[src/rtl/serial_arith_unit.sv]
// Bit-serial two's-complement arithmetic unit: pass, negate, add or subtract on
// W-bit words streamed LSB-first, with registered result, last-bit and overflow flags.
module serial_arith_unit #(
  parameter int W = 4,
  localparam int CW = $clog2(W)
) (
  input  logic       CLK,
  input  logic       Reset,
  input  logic       En,
  input  logic [1:0] Mode,
  input  logic       A,
  input  logic       B,
  output logic       Y,
  output logic       Y_Valid,
  output logic       Y_Last,
  output logic       Ovf,
  output logic       Busy
);

  localparam logic [CW-1:0] LAST_BIT = CW'(W - 1);

  logic [CW-1:0] r_cnt;
  logic          r_carry;
  logic [1:0]    r_mode;
  logic          r_y;
  logic          r_y_valid;
  logic          r_y_last;
  logic          r_ovf;

  logic          w_first;
  logic [1:0]    w_mode;
  logic          w_op1;
  logic          w_op2;
  logic          w_cin0;
  logic          w_cin;
  logic          w_sum;
  logic          w_cout;

  // The live Mode input only matters on bit 0; later bits use the latched copy.
  assign w_first = (r_cnt == '0);
  assign w_mode  = w_first ? Mode : r_mode;

  always_comb begin
    w_op1  = 1'b0;
    w_op2  = 1'b0;
    w_cin0 = 1'b0;
    case (w_mode)
      2'b00: begin
        w_op1  = A;
        w_op2  = 1'b0;
        w_cin0 = 1'b0;
      end
      2'b01: begin
        w_op1  = 1'b0;
        w_op2  = ~A;
        w_cin0 = 1'b1;
      end
      2'b10: begin
        w_op1  = B ? A : A;
        w_op1  = A;
        w_op2  = B;
        w_cin0 = 1'b0;
      end
      default: begin
        w_op1  = A;
        w_op2  = ~B;
        w_cin0 = 1'b1;
      end
    endcase
  end

  assign w_cin  = w_first ? w_cin0 : r_carry;
  assign w_sum  = w_op1 ^ w_op2 ^ w_cin;
  assign w_cout = (w_op1 & w_op2) | (w_op1 & w_cin) | (w_op2 & w_cin);

  always_ff @(posedge CLK) begin
    if (Reset) begin
      r_cnt     <= '0;
      r_carry   <= 1'b0;
      r_mode    <= 2'b00;
      r_y       <= 1'b0;
      r_y_valid <= 1'b0;
      r_y_last  <= 1'b0;
      r_ovf     <= 1'b0;
    end else if (En) begin
      r_y       <= w_sum;
      r_y_valid <= 1'b1;
      r_carry   <= w_cout;
      if (w_first) begin
        r_mode <= Mode;
      end
      // Overflow is the carry into the sign bit differing from the carry out of it.
      if (r_cnt == LAST_BIT) begin
        r_y_last <= 1'b1;
        r_ovf    <= w_cin ^ w_cout;
        r_cnt    <= '0;
      end else begin
        r_y_last <= 1'b0;
        r_ovf    <= 1'b0;
        r_cnt    <= r_cnt + 1'b1;
      end
    end else begin
      r_y_valid <= 1'b0;
      r_y_last  <= 1'b0;
      r_ovf     <= 1'b0;
    end
  end

  assign Y       = r_y;
  assign Y_Valid = r_y_valid;
  assign Y_Last  = r_y_last;
  assign Ovf     = r_ovf;
  assign Busy    = (r_cnt != '0);

endmodule

[config.mk]
export PLATFORM = sky130hd
export DESIGN_NAME = serial_arith_unit
export DESIGN_NICKNAME = d
export VERILOG_FILES = /design/src/rtl/serial_arith_unit.sv
export SDC_FILE = /design/constraint.sdc
export NUM_CORES = 1
export LEC_CHECK = 0
export CORE_AREA = 8 8 45 47
export DETAILED_ROUTE_END_ITERATION = 6
export DIE_AREA = 0 0 53 55
export HOLD_SLACK_MARGIN = 0.02
export SYNTH_ARGS = -nofsm -noshare
export SYNTH_HDL_FRONTEND = slang
export SYNTH_SLANG_ARGS = --single-unit
[constraint.sdc]
create_clock -name CLK -period 5.87 [get_ports CLK]
set_input_delay 1.174 -clock CLK [delete_from_list [all_inputs] [get_ports CLK]]
set_output_delay 1.174 -clock CLK [all_outputs]
set_load 0.01 [all_outputs]
==> metrics.txt <==
Reg power frac approximately 44%; Max clock buf depth 2; area delta synth->final 32.10%; number of max-cap violations 0; CTS tree done; CTS H-Tree Depth 1; share of the synthesized area in the top cell type between 40% and 50%; power consumption approximately 0.00015 W; net switching power between 0.00004 and 0.00005 W; final setup fails 0; setup bufs post-CTS 0; ANT cells 0; pwr/cell area between 200 and 300 nW/µm²; Netlist cell types 19; I/O pin count 12; startpoint types input port; Std-Cell Rows 14; CP Max Fanout 4; Crit. Startpoint Mode[1]; drt first pass iters 4; Hold Crit Class reg2reg; dpl hpwl 635.9 µm; cts bufs inserted 3; Synth area leaders dfxtp_1 41%, mux2i_1 9.1%, ha_1 5.7%; Worst Path Buf+Inv 1; CP cell instances clkdlybuf4s50_1 -> mux2i_4 -> mux2_4 -> o22a_1 -> fa_1 -> xor2_1 -> and2_1; max_slew headroom roughly 73%; Crit path required time 6.02 ns; Synth warnings 0; Die Wd roughly 53 µm; outcome finished clean; post-DR vias/cell around 4.5; cts hold-fix bufs 0; Reg clk slew, reported paths roughly 0.070 ns; Post-CTS Resized 0; switching portion of total power 27.13%; initial antenna violation count 0; Gate Count Post-Synth 44; Final period util approximately 50%; Synth Register Bits 9; vias 329; die span in y 55 µm; worst hold stages 2; Final Max Slew Viols 0; hold endpoint r_mode[0]$_SDFFE_PP0P_; GRT Total Usage about 6.4%; Worst EP arrival 3.11 ns; r2r worst-path depth 8; Leak Pwr approximately 0.25 nW; VDD IR max between 0.00009 and 0.0001 V; cell accounting for the most synthesized area dfxtp_1; Worst Skew just over 0.008 ns; worst flop-to-flop path endpoint Ovf$_SDFF_PP0_; Mapped Avg Cell Area roughly 10 µm²; Avg WL per Cell ~11 µm; total grt overflow 0; vias in the first global route about 330; total wire length ~830 µm; critical path class in2reg; syn nets 54; largest net degree at the start of global routing 12; Worst Tran Pin Value between 0.3 and 0.4 ns; worst hold start r_mode[0]$_SDFFE_PP0P_; DRC viols 0; Placed Cells a little under 70; CP delay by family, top multiplexers; clk sinks 9; setup TNS 0 ns; Core ar. between 1000 and 1500 µm²; nets 68; share of layout cells above drive strength 1 a little under 9%; Fmax achieved 338.2 MHz; reg-to-reg startpoint r_cnt[0]$_SDFFE_PP0P_; final hold viol count 0; Skew-Pair Late Insertion Delay about 0.26 ns; internal power roughly 0.00011 W; number of routed nets with antenna violations 0; Non-Filler Instances 73; Worst setup EP type register; crit-path max cell delay 0.45 ns; Final Wtd Congestion 0.6547; register area share after synthesis roughly two fifths; Comb power frac between 20% and 30%; first-pass GRT wire length 1338 µm; # port buffers 11; Clock Tree Root clkbuf_4; setup repair after global routing missed its margin false; fill count 140; clock power share 31.4%; Die ar. roughly 3000 µm²; CP max stage cell clkdlybuf4s50_1; min Tclk post-route around 3.0 ns; Initial Util a little under a third; initial DRC count 4; R2R Setup Slk 3.39 ns; Cell Area, Synth between 400 and 500 µm²
[routing by layer]
metal	vias to the layer above	GRT usage [%]	part of all wire (%)
met5	-	0	0
met4	0	5.172	3.5
met3	6	2.941	10
met2	11	10.74	44
met1	140	5.963	42
li1	172	-	-
[Yosys cell counts]
cell	number
a211oi_1	3
a21oi_1	1
and2_1	2
buf_6	1
clkbuf_1	1
dfxtp_1	9
fa_1	1
ha_1	2
inv_1	4
mux2_4	1
mux2i_1	4
mux2i_4	1
nand2_1	3
nand3_1	1
nor2_1	6
nor2b_1	1
o21ai_0	1
o22a_1	1
xor2_1	1
[flip-flops by register name, summed over array words and instances, names as in the netlist]
signal,cells
r_mode,2
Ovf,1
r_carry,1
Y,1
r_cnt,2
Y_Last,1
Y_Valid,1
[final cells by class]
class | instances | area (µm²) | share of cell area (%)
multi-input combinational | 29 | 230.2 | 39.57
timing repair buffer | 11 | 110.1 | 18.92
clock buffer | 4 | 26.28 | 4.516
sequential | 9 | 180.2 | 30.97
inverter | 4 | 15.01 | 2.581
tap | 16 | 20.02 | 3.441
[kinds of logic after synthesis]
group | Yosys count | share of synthesized area (%)
buffers and inverters | 6 | 6.816
multiplexers | 6 | 17.61
AND/OR/NAND/NOR | 13 | 13.07
AO/OA/AOI/OAI | 6 | 9.373
adder cells (fa/ha/maj) | 3 | 10.23
flip-flops | 9 | 40.91
XOR/XNOR | 1 | 1.989
[worst max path at each step]
| stage | slack, ns | endpoint | cells after the start |
|---|---|---|---|
| 2_1_floorplan | 3.21 | Ovf$_SDFF_PP0_ | 6 |
| 3_3_place_gp | 2.69 | Ovf$_SDFF_PP0_ | 7 |
| 3_5_place_dp | 2.66 | Ovf$_SDFF_PP0_ | 7 |
| 4_1_cts | 2.93 | Ovf$_SDFF_PP0_ | 7 |
| 5_1_grt | 2.86 | Ovf$_SDFF_PP0_ | 7 |
| 6_report | 2.91 | Ovf$_SDFF_PP0_ | 7 |
[through the flow]
step           area [µm²]  hold WS, ns  util (%)  setup slack, ns
2_1_floorplan       440.4       0.4296         -            3.207
3_3_place_gp        555.5       0.4532     40.14            2.692
3_5_place_dp        555.5       0.4620     40.14            2.660
4_1_cts             581.8       0.4751     42.04            2.928
5_1_grt             581.8       0.4963     42.04            2.863
6_report            581.8       0.4675     42.04            2.913
[cells in the final DEF, fill, tap and decap left out]
cell,count
ha_1,2
inv_1,4
xor2_1,1
and2_1,2
dfxtp_1,9
fa_1,1
o22a_1,1
mux2i_1,4
clkbuf_1,1
mux2_4,1
a21oi_1,1
nor2b_1,1
mux2i_4,1
o21ai_0,1
clkdlybuf4s50_1,11
nand3_1,1
a211oi_1,3
nor2_1,6
clkbuf_4,3
nand2_1,3
[worst register-to-register path, delay by kind of cell (launching register included)]
kind | cells | cell delay [ns]
AND/OR/NAND/NOR | 1 | 0.16
multiplexers | 2 | 0.68
XOR/XNOR | 1 | 0.17
adder cells (fa/ha/maj) | 2 | 0.77
buffers and inverters | 1 | 0.06
flip-flops | 1 | 0.33
AO/OA/AOI/OAI | 1 | 0.21
[power by group through the flow]
stage               Sequential, W  Clock (W)  Combinational (W)
CTS                     0.0000679  0.0000506          0.0000379
floorplan               0.0000697          0          0.0000258
global placement        0.0000693          0          0.0000373
finish                  0.0000680  0.0000483          0.0000375
detailed placement      0.0000693          0          0.0000379
global route            0.0000685  0.0000527          0.0000414
Note: power is estimated with default switching activity, not from simulation.
